[config.mk]
export PLATFORM = sky130hd
export DESIGN_NAME = micro_sequencer_flat
export DESIGN_NICKNAME = d
export VERILOG_FILES = /design/src/rtl/micro_sequencer_pkg.sv /design/src/rtl/micro_sequencer_if.sv /design/src/rtl/micro_sequencer_program_counter.sv /design/src/rtl/micro_sequencer.sv /design/src/flat_wrapper.sv
export SDC_FILE = /design/constraint.sdc
export NUM_CORES = 1
export LEC_CHECK = 0
export ABC_AREA = 1
export CAP_MARGIN = 15
export CORE_ASPECT_RATIO = 0.8
export CORE_UTILIZATION = 37
export DETAILED_ROUTE_END_ITERATION = 8
export MAX_ROUTING_LAYER = met4
export PLACE_DENSITY = 0.87
export SLEW_MARGIN = 30
export SYNTH_ARGS = -nofsm -noshare
export SYNTH_HDL_FRONTEND = slang
export SYNTH_SLANG_ARGS = --single-unit
[constraint.sdc]
create_clock -name clk -period 1.65 [get_ports clk]
set_clock_uncertainty 0.05 [all_clocks]
set_input_delay 0.495 -clock clk [delete_from_list [all_inputs] [get_ports clk]]
set_output_delay 0.495 -clock clk [all_outputs]
set_load 0.05 [all_outputs]
[src/rtl/micro_sequencer_pkg.sv]
// Shared types and constants for the 4-bit computer's instruction sequencer.
// Widths are fixed by the control ROM and are not meant to be overridden.
package seq_pkg;

    typedef enum logic [2:0] {
        IDLE  = 3'd0,
        FETCH = 3'd1,
        EXEC0 = 3'd2,
        EXEC1 = 3'd3,
        HALT  = 3'd4
    } seq_state_e;

    localparam int OPCODE_W   = 3;
    localparam int ROM_ADDR_W = 4;
    localparam int CTRL_W     = 10;
    localparam int INSTR_W    = 8;

    localparam logic [OPCODE_W-1:0] OP_ILLEGAL = 3'b101;

    // A control ROM row is addressed as {opcode, microstep}.
    function automatic logic [ROM_ADDR_W-1:0] rom_row(input logic [OPCODE_W-1:0] op,
                                                      input logic                stp);
        return {op, stp};
    endfunction

endpackage

[src/rtl/micro_sequencer_if.sv]
// Bundle of sequencer-facing signals: run control, program memory, control ROM and datapath.
// ctrl is meaningful only while ctrl_valid is high; there is no back-pressure (no ready).
interface micro_sequencer_if;
    import seq_pkg::*;

    logic                      run;
    logic                      step_req;
    logic                      halt_req;
    logic [3:0]                imem_addr;
    logic [INSTR_W-1:0]        imem_data;
    logic [ROM_ADDR_W-1:0]     rom_addr;
    logic [CTRL_W-1:0]         rom_data;
    logic [CTRL_W-1:0]         ctrl;
    logic                      ctrl_valid;
    logic [3:0]                imm;
    logic                      jmp_en;
    logic [3:0]                jmp_addr;
    logic [3:0]                pc;
    logic                      busy;
    logic                      halted;
    logic                      illegal;
    logic [2:0]                dbg_state;
    logic [INSTR_W-1:0]        dbg_ir;

    modport master (
        input  run, step_req, halt_req, imem_data, rom_data, jmp_en, jmp_addr,
        output imem_addr, rom_addr, ctrl, ctrl_valid, imm, pc, busy, halted, illegal,
               dbg_state, dbg_ir
    );

    modport slave (
        output run, step_req, halt_req, imem_data, rom_data, jmp_en, jmp_addr,
        input  imem_addr, rom_addr, ctrl, ctrl_valid, imm, pc, busy, halted, illegal,
               dbg_state, dbg_ir
    );

endinterface

[src/rtl/micro_sequencer_program_counter.sv]
// 4-bit program counter; a jump load wins over the increment, which wraps modulo 16.
module program_counter (
    input  logic       clk,
    input  logic       rst,
    input  logic       load_i,
    input  logic       inc_i,
    input  logic [3:0] load_val_i,
    output logic [3:0] pc_o
);

    logic [3:0] pc_q, pc_d;

    always_comb begin
        pc_d = pc_q;
        if (load_i) begin
            pc_d = load_val_i;
        end else if (inc_i) begin
            pc_d = pc_q + 4'd1;
        end
    end

    always_ff @(posedge clk or posedge rst) begin
        if (rst) begin
            pc_q <= 4'd0;
        end else begin
            pc_q <= pc_d;
        end
    end

    assign pc_o = pc_q;

endmodule

[src/rtl/micro_sequencer.sv]
// Fetches instructions, walks each opcode through its two control ROM rows and
// gates the ROM word onto the datapath; owns the FSM, ir and the halt/illegal flags.
module micro_sequencer (
    input  logic               clk,
    input  logic               rst,
    micro_sequencer_if.master  bus
);
    import seq_pkg::*;

    localparam logic [2:0] ST_IDLE  = IDLE;
    localparam logic [2:0] ST_FETCH = FETCH;
    localparam logic [2:0] ST_EXEC0 = EXEC0;
    localparam logic [2:0] ST_EXEC1 = EXEC1;
    localparam logic [2:0] ST_HALT  = HALT;

    logic [2:0]            state_q, state_d;
    logic [INSTR_W-1:0]    ir_q, ir_d;
    logic [ROM_ADDR_W-1:0] rom_addr_q, rom_addr_d;
    logic                  halt_pend_q, halt_pend_d;
    logic                  illegal_q, illegal_d;
    logic                  pc_load, pc_inc;
    logic [3:0]            pc;
    logic [OPCODE_W-1:0]   fetch_op;
    logic                  busy, exec;

    assign fetch_op = bus.imem_data[7:5];
    assign busy     = (state_q == ST_FETCH) || (state_q == ST_EXEC0) || (state_q == ST_EXEC1);
    assign exec     = (state_q == ST_EXEC0) || (state_q == ST_EXEC1);

    always_comb begin
        state_d    = state_q;
        ir_d       = ir_q;
        rom_addr_d = rom_addr_q;
        illegal_d  = illegal_q;
        pc_load    = 1'b0;
        pc_inc     = 1'b0;
        case (state_q)
            ST_IDLE: begin
                if (bus.halt_req || halt_pend_q) begin
                    state_d = ST_HALT;
                end else if (bus.run || bus.step_req) begin
                    state_d = ST_FETCH;
                end
            end
            ST_FETCH: begin
                ir_d = bus.imem_data;
                // Illegal opcode halts without touching pc so it still points at the culprit.
                if (fetch_op == OP_ILLEGAL) begin
                    illegal_d = 1'b1;
                    state_d   = ST_HALT;
                end else begin
                    rom_addr_d = rom_row(fetch_op, 1'b0);
                    state_d    = ST_EXEC0;
                end
            end
            ST_EXEC0: begin
                rom_addr_d = rom_row(ir_q[7:5], 1'b1);
                state_d    = ST_EXEC1;
            end
            ST_EXEC1: begin
                pc_load    = bus.jmp_en;
                pc_inc     = !bus.jmp_en;
                rom_addr_d = '0;
                if (halt_pend_q || bus.halt_req) begin
                    state_d = ST_HALT;
                end else if (bus.run) begin
                    state_d = ST_FETCH;
                end else begin
                    state_d = ST_IDLE;
                end
            end
            ST_HALT: begin
                state_d = ST_HALT;
            end
            default: begin
                state_d = ST_IDLE;
            end
        endcase
    end

    // A halt request is remembered while an instruction is in flight and forgotten once honoured.
    always_comb begin
        halt_pend_d = halt_pend_q;
        if (state_d == ST_HALT && state_q != ST_HALT) begin
            halt_pend_d = 1'b0;
        end else if (busy && bus.halt_req) begin
            halt_pend_d = 1'b1;
        end
    end

    always_ff @(posedge clk or posedge rst) begin
        if (rst) begin
            state_q     <= ST_IDLE;
            ir_q        <= '0;
            rom_addr_q  <= '0;
            halt_pend_q <= 1'b0;
            illegal_q   <= 1'b0;
        end else begin
            state_q     <= state_d;
            ir_q        <= ir_d;
            rom_addr_q  <= rom_addr_d;
            halt_pend_q <= halt_pend_d;
            illegal_q   <= illegal_d;
        end
    end

    program_counter u_pc (
        .clk        (clk),
        .rst        (rst),
        .load_i     (pc_load),
        .inc_i      (pc_inc),
        .load_val_i (bus.jmp_addr),
        .pc_o       (pc)
    );

    assign bus.imem_addr  = pc;
    assign bus.pc         = pc;
    assign bus.rom_addr   = rom_addr_q;
    assign bus.ctrl_valid = exec;
    assign bus.ctrl       = exec ? bus.rom_data : '0;
    assign bus.imm        = ir_q[3:0];
    assign bus.busy       = busy;
    assign bus.halted     = (state_q == ST_HALT);
    assign bus.illegal    = illegal_q;
    assign bus.dbg_state  = state_q;
    assign bus.dbg_ir     = ir_q;

endmodule

[src/flat_wrapper.sv]
// flat-port wrapper written by rule: the top's interface ports become plain ports
module micro_sequencer_flat import seq_pkg::*;
  (clk, rst, bus_run, bus_step_req, bus_halt_req, bus_imem_data, bus_rom_data, bus_jmp_en, bus_jmp_addr, bus_imem_addr, bus_rom_addr, bus_ctrl, bus_ctrl_valid, bus_imm, bus_pc, bus_busy, bus_halted, bus_illegal, bus_dbg_state, bus_dbg_ir);
  micro_sequencer_if bus_i ();
  input  logic clk;
  input  logic rst;
  input wire logic [$bits(bus_i.run)-1:0] bus_run;
  input wire logic [$bits(bus_i.step_req)-1:0] bus_step_req;
  input wire logic [$bits(bus_i.halt_req)-1:0] bus_halt_req;
  input wire logic [$bits(bus_i.imem_data)-1:0] bus_imem_data;
  input wire logic [$bits(bus_i.rom_data)-1:0] bus_rom_data;
  input wire logic [$bits(bus_i.jmp_en)-1:0] bus_jmp_en;
  input wire logic [$bits(bus_i.jmp_addr)-1:0] bus_jmp_addr;
  output wire logic [$bits(bus_i.imem_addr)-1:0] bus_imem_addr;
  output wire logic [$bits(bus_i.rom_addr)-1:0] bus_rom_addr;
  output wire logic [$bits(bus_i.ctrl)-1:0] bus_ctrl;
  output wire logic [$bits(bus_i.ctrl_valid)-1:0] bus_ctrl_valid;
  output wire logic [$bits(bus_i.imm)-1:0] bus_imm;
  output wire logic [$bits(bus_i.pc)-1:0] bus_pc;
  output wire logic [$bits(bus_i.busy)-1:0] bus_busy;
  output wire logic [$bits(bus_i.halted)-1:0] bus_halted;
  output wire logic [$bits(bus_i.illegal)-1:0] bus_illegal;
  output wire logic [$bits(bus_i.dbg_state)-1:0] bus_dbg_state;
  output wire logic [$bits(bus_i.dbg_ir)-1:0] bus_dbg_ir;
  assign bus_i.run = bus_run;
  assign bus_i.step_req = bus_step_req;
  assign bus_i.halt_req = bus_halt_req;
  assign bus_i.imem_data = bus_imem_data;
  assign bus_i.rom_data = bus_rom_data;
  assign bus_i.jmp_en = bus_jmp_en;
  assign bus_i.jmp_addr = bus_jmp_addr;
  assign bus_imem_addr = bus_i.imem_addr;
  assign bus_rom_addr = bus_i.rom_addr;
  assign bus_ctrl = bus_i.ctrl;
  assign bus_ctrl_valid = bus_i.ctrl_valid;
  assign bus_imm = bus_i.imm;
  assign bus_pc = bus_i.pc;
  assign bus_busy = bus_i.busy;
  assign bus_halted = bus_i.halted;
  assign bus_illegal = bus_i.illegal;
  assign bus_dbg_state = bus_i.dbg_state;
  assign bus_dbg_ir = bus_i.dbg_ir;
  micro_sequencer u_core (.clk(clk), .rst(rst), .bus(bus_i));
endmodule
# Word-level counts from Yosys, hierarchy flattened
# Cells that the tools add are included.
# word_totals
out_inout_bits	41
regBits	21
# classes
n_addsub	1
reduce_logical	14
n_mux	15
n_eq_ne	8
# ops
operator	count
$pmux 3 s5	1
$mux 3	4
$mux 4	3
$pmux 4 s3	1
$mux 10	1
$eq 3x3->1 const B	3
$eq 3x2->1 const B	2
$logic_or 1x1->1	5
$mux 1	5
$add 4x1->4 const B	1
$reduce_and 2->1	2
$reduce_bool 2->1	2
$eq 3x1->1 const B	1
$logic_not 3->1	1
$ne 3x3->1 const B	1
$reduce_bool 3->1	1
$logic_and 1x1->1	2
$ne 2x2->1 const B	1
$logic_not 1->1	1

# Depth between registers and ports, before layout
# depth
word_depth	7
depth_mapped	7
depth_no_buf	7

# Hierarchy
# From an unflattened synthesis, not the netlist that was laid out.
# unflattened
hier_cells	159
area_unflattened_um2	1164.9
# by_module_without_submodules
module	cells_each	area_each_um2	n_inst
micro_sequencer	131	940.9	1
program_counter	28	224.0	1

# Least setup slack after synthesis
# OpenSTA, ideal clock, no wires.
# synth_path
path_kind	flip-flop to output port
startpoint	register u_core.state_q[2], in the netlist u_core.bus.dbg_state[2]
endpoint	output bus_halted
required_time_ns	1.105
n_path_buf	0
path_slack_ns	-0.905
path_stages_with_launch	3
arrival_ns	2.010
cell_sequence	dfrtp_1 -> inv_1 -> nor3_1
# synth_between
elab_chain_len	1
# synth_rtl
element	line_no	rtl
from (decl)	micro_sequencer.sv:16	logic [2:0] state_q, state_d;
from (signal assigned)	micro_sequencer.sv:99	state_q <= state_d;
$eq 3x3->1	micro_sequencer.sv:123	assign bus.halted = (state_q == ST_HALT);
to (decl)	flat_wrapper.sv:21	output wire logic [$bits(bus_i.halted)-1:0] bus_halted;
# Every way passes these cells.

# Worst setup path in the final report
# layout_path
startpoint	register u_core.state_q[1], in the netlist u_core.bus.dbg_state[1]
endpoint	output bus_busy
# layout_between
elab_chain_len	3
# layout_rtl
element	line_no	rtl
$eq 3x1->1 / $eq 3x2->1 (equally long branches)	micro_sequencer.sv:27	assign busy = (state_q == ST_FETCH) || (state_q == ST_EXEC0) || (state_q == ST_EXEC1);
$logic_or 1x1->1	micro_sequencer.sv:27	
$logic_or 1x1->1 *	micro_sequencer.sv:27	
to (decl)	flat_wrapper.sv:20	output wire logic [$bits(bus_i.busy)-1:0] bus_busy;
# Mark *: on every way between the ends. The rest lies on a longest branch, timed or not.

==> metrics.txt <==
Clock Latency Late Sink 270 ps; NetSw 0.00282 W; max capacitance violation total 0; die height 51.8 µm; Tot GR Track Use 0.268; Yosys top cell by area dfrtp_1; 1st-iter DRT viols 72; leakage 1.20 nW; Seq pwr share 0.210; failing checks setup timing; DP HPWL 2.75 mm; R2R depth 6; dpl cell area 0.00238 mm²; Antenna Diode Count 0; Starting Density 0.402; DR pass1 iterations 4; commonest cells in the netlist 40 x nand2_1, 21 x dfrtp_1, 21 x inv_1, 21 x nor2_1, 11 x nand3_1; # DRC 0; CTS tree built; ys flop type dfrtp_1; total gr overflow 0; worst setup path startpoint u_core.bus.dbg_state[1]$_DFF_PP0_; number of buffers added on ports 68; clock slew at reported path FFs 80 ps; unique cell type count in the Yosys netlist 22; setup slack at placement -202 ps; Row Count 17; top cell type's share of synthesized area 0.459; fin area 0.00250 mm²; combinational cell fraction of total power 0.727; count leader, synth nand2_1; vias in the first global route 1337; final setup TNS -1990 ps; Cells after DPL 257; antenna viol nets, final 0; Total Routed Length 4.13 mm; crit path kind flop to output port; Synth Instances 151; Area contributors post-synth dfrtp_1 46%, nand2_1 13%, inv_1 6.9%, nor2_1 6.9%, buf_4 5.2%; CP startpoint kind flop; Seq cells post-synth 21; RSZ-0062 raised after global routing true; Req. time, crit path 1100 ps; H-tree lvl count 1; Final setup viols 14; RR Endpoint u_core.bus.rom_addr[2]$_DFFE_PP0P_; final hold viol count 0; Layout Cells excl Fill 268; Peak VDD IR 1410 µV; largest net degree at the start of global routing 22; Worst Path Arrival 1310 ps; register area share after synthesis 0.459; Post-synth EDFFs 0; initial antenna violation count 0; Max Slew Vio Count 0; CP Capture Type output port; via count 1331; Ys Warns 0; fmax 539 MHz; CTS max path bufs 2; status finished, violations left; final worst-path cycle share 1.12; CP endpoint bus_busy; Area Growth Syn to Fin 118%; TritonCTS Sinks 21; HP Class input port to async pin; final worst slack -204 ps; Synth Cell Area 0.00114 mm²; Routability Congestion 0.739; Synth Net Count 180; Root Driver clkbuf_8; per-cell routed wire length 15.4 µm; DR vias/cell 4.97; minimum clock period 1850 ps; CTS Buf Count 3; hold-fix buffers at CTS 0; Sw Ratio 0.498; Worst Tran Pin Value 328 ps; Pint 0.00283 W; total power 0.00565 W; Syn Area/Cell 7.58 µm²; worst flop-to-flop path startpoint u_core.bus.dbg_state[1]$_DFF_PP0_; I/O pins 69; Die X 64.2 µm; asr flop ratio synth 1.00; reg2reg setup slack 120 ps; Net count, final 260; Core Region 0.00285 mm²; global-route wire length before repair 6.33 mm; Worst Path Max Fanout 6; clock power share 0.063; share of layout cells above drive strength 1 0.413; pwr dens 2260 mW/mm²; Die ar. 0.00332 mm²; relative slew slack 0.781
## power by group through the flow
stage	combinational (W)	sequential (W)	clock (W)
floorplan	0.00136	0.00176	0
global placement	0.00378	0.00116	0
detailed placement	0.00387	0.00117	0
CTS	0.00404	0.00116	0.000356
global route	0.00427	0.00122	0.000376
finish	0.00411	0.00119	0.000353
## repair_timing
| action | 4_1_cts | 5_1_grt |
|---|---|---|
| resized for setup | 16 | 4 |
| cloned | 1 | 0 |
| buffers inserted | 5 | 1 |
| endpoints found under the setup margin | 13 | 14 |
| pin swaps | 10 | 0 |
## kinds of logic after synthesis
| family | share of synthesized area |
|---|---|
| DFF | 0.459 |
| and+or+nand+nor | 0.284 |
| buffers and inverters | 0.145 |
| adders and majority gates | 0.0109 |
| AOI/OAI and AO/OA | 0.101 |
## flip-flops by register name (all words and copies together) (netlist names)
register and count:
u_core.bus.dbg_ir 8, u_core.bus.rom_addr 4, u_core.u_pc.pc_o 4, u_core.bus.dbg_state 3, u_core.bus.illegal 1, u_core.halt_pend_q 1
## worst min-delay path by stage
| stage | start | to | slack (ps) | depth (start not counted) |
|---|---|---|---|---|
| 2_1_floorplan | rst | u_core.bus.dbg_ir[0]$_DFFE_PP0N_ | 420 | 1 |
| 3_3_place_gp | u_core.bus.illegal$_DFFE_PP0P_ | u_core.bus.illegal$_DFFE_PP0P_ | 460 | 2 |
| 3_5_place_dp | u_core.bus.illegal$_DFFE_PP0P_ | u_core.bus.illegal$_DFFE_PP0P_ | 480 | 2 |
| 4_1_cts | rst | u_core.bus.illegal$_DFFE_PP0P_ | 500 | 3 |
| 5_1_grt | u_core.bus.illegal$_DFFE_PP0P_ | u_core.bus.illegal$_DFFE_PP0P_ | 530 | 2 |
| 6_report | rst | u_core.bus.illegal$_DFFE_PP0P_ | 490 | 3 |
## metrics by stage
stage	hold WS, ps	util
6_report	489	0.877
5_1_grt	532	0.877
4_1_cts	498	0.870
3_5_place_dp	476	0.836
3_3_place_gp	462	0.836
2_1_floorplan	421	-
## routing by layer
layer / vias to the layer above / share of wire / global-route usage / routed length, µm
li1: 620 / - / - / -
met1: 636 / 0.40 / 0.295 / 1640
met2: 66 / 0.53 / 0.496 / 2190
met3: 9 / 0.055 / 0.0461 / 226
met4: 0 / 0.020 / 0.0963 / 82
met5: - / 0 / - / 0
## cell usage in the layout, fill, tap and decap left out, drive strengths merged
master and count:
o21ai 12, inv 23, dlygate4sd2 7, clkinv 1
ha 1, nand3b 1, clkdlybuf4s50 20, a31oi 2
nor3 2, nor2 21, a21o 1, buf 57
a21oi 1, o21bai 1, nand2 43, clkbuf 4
o31ai 1, dfrtp 21, nand3 11
## final cells by class
class / instances / area, µm²
repair buffers: 84 / 1200
multi-input cells: 97 / 579
flip-flops and latches: 21 / 529
fillers: 135 / 352
inverters: 24 / 95.1
well taps: 38 / 47.5
clock buffers: 4 / 45.0
## worst max-delay path: stages, from the launching register on
cell	delay [ps]
dfrtp_2	510
buf_4	180
nor2_4	140
nor2_4	60
buf_12	140
Note: power is estimated with default switching activity, not from simulation.
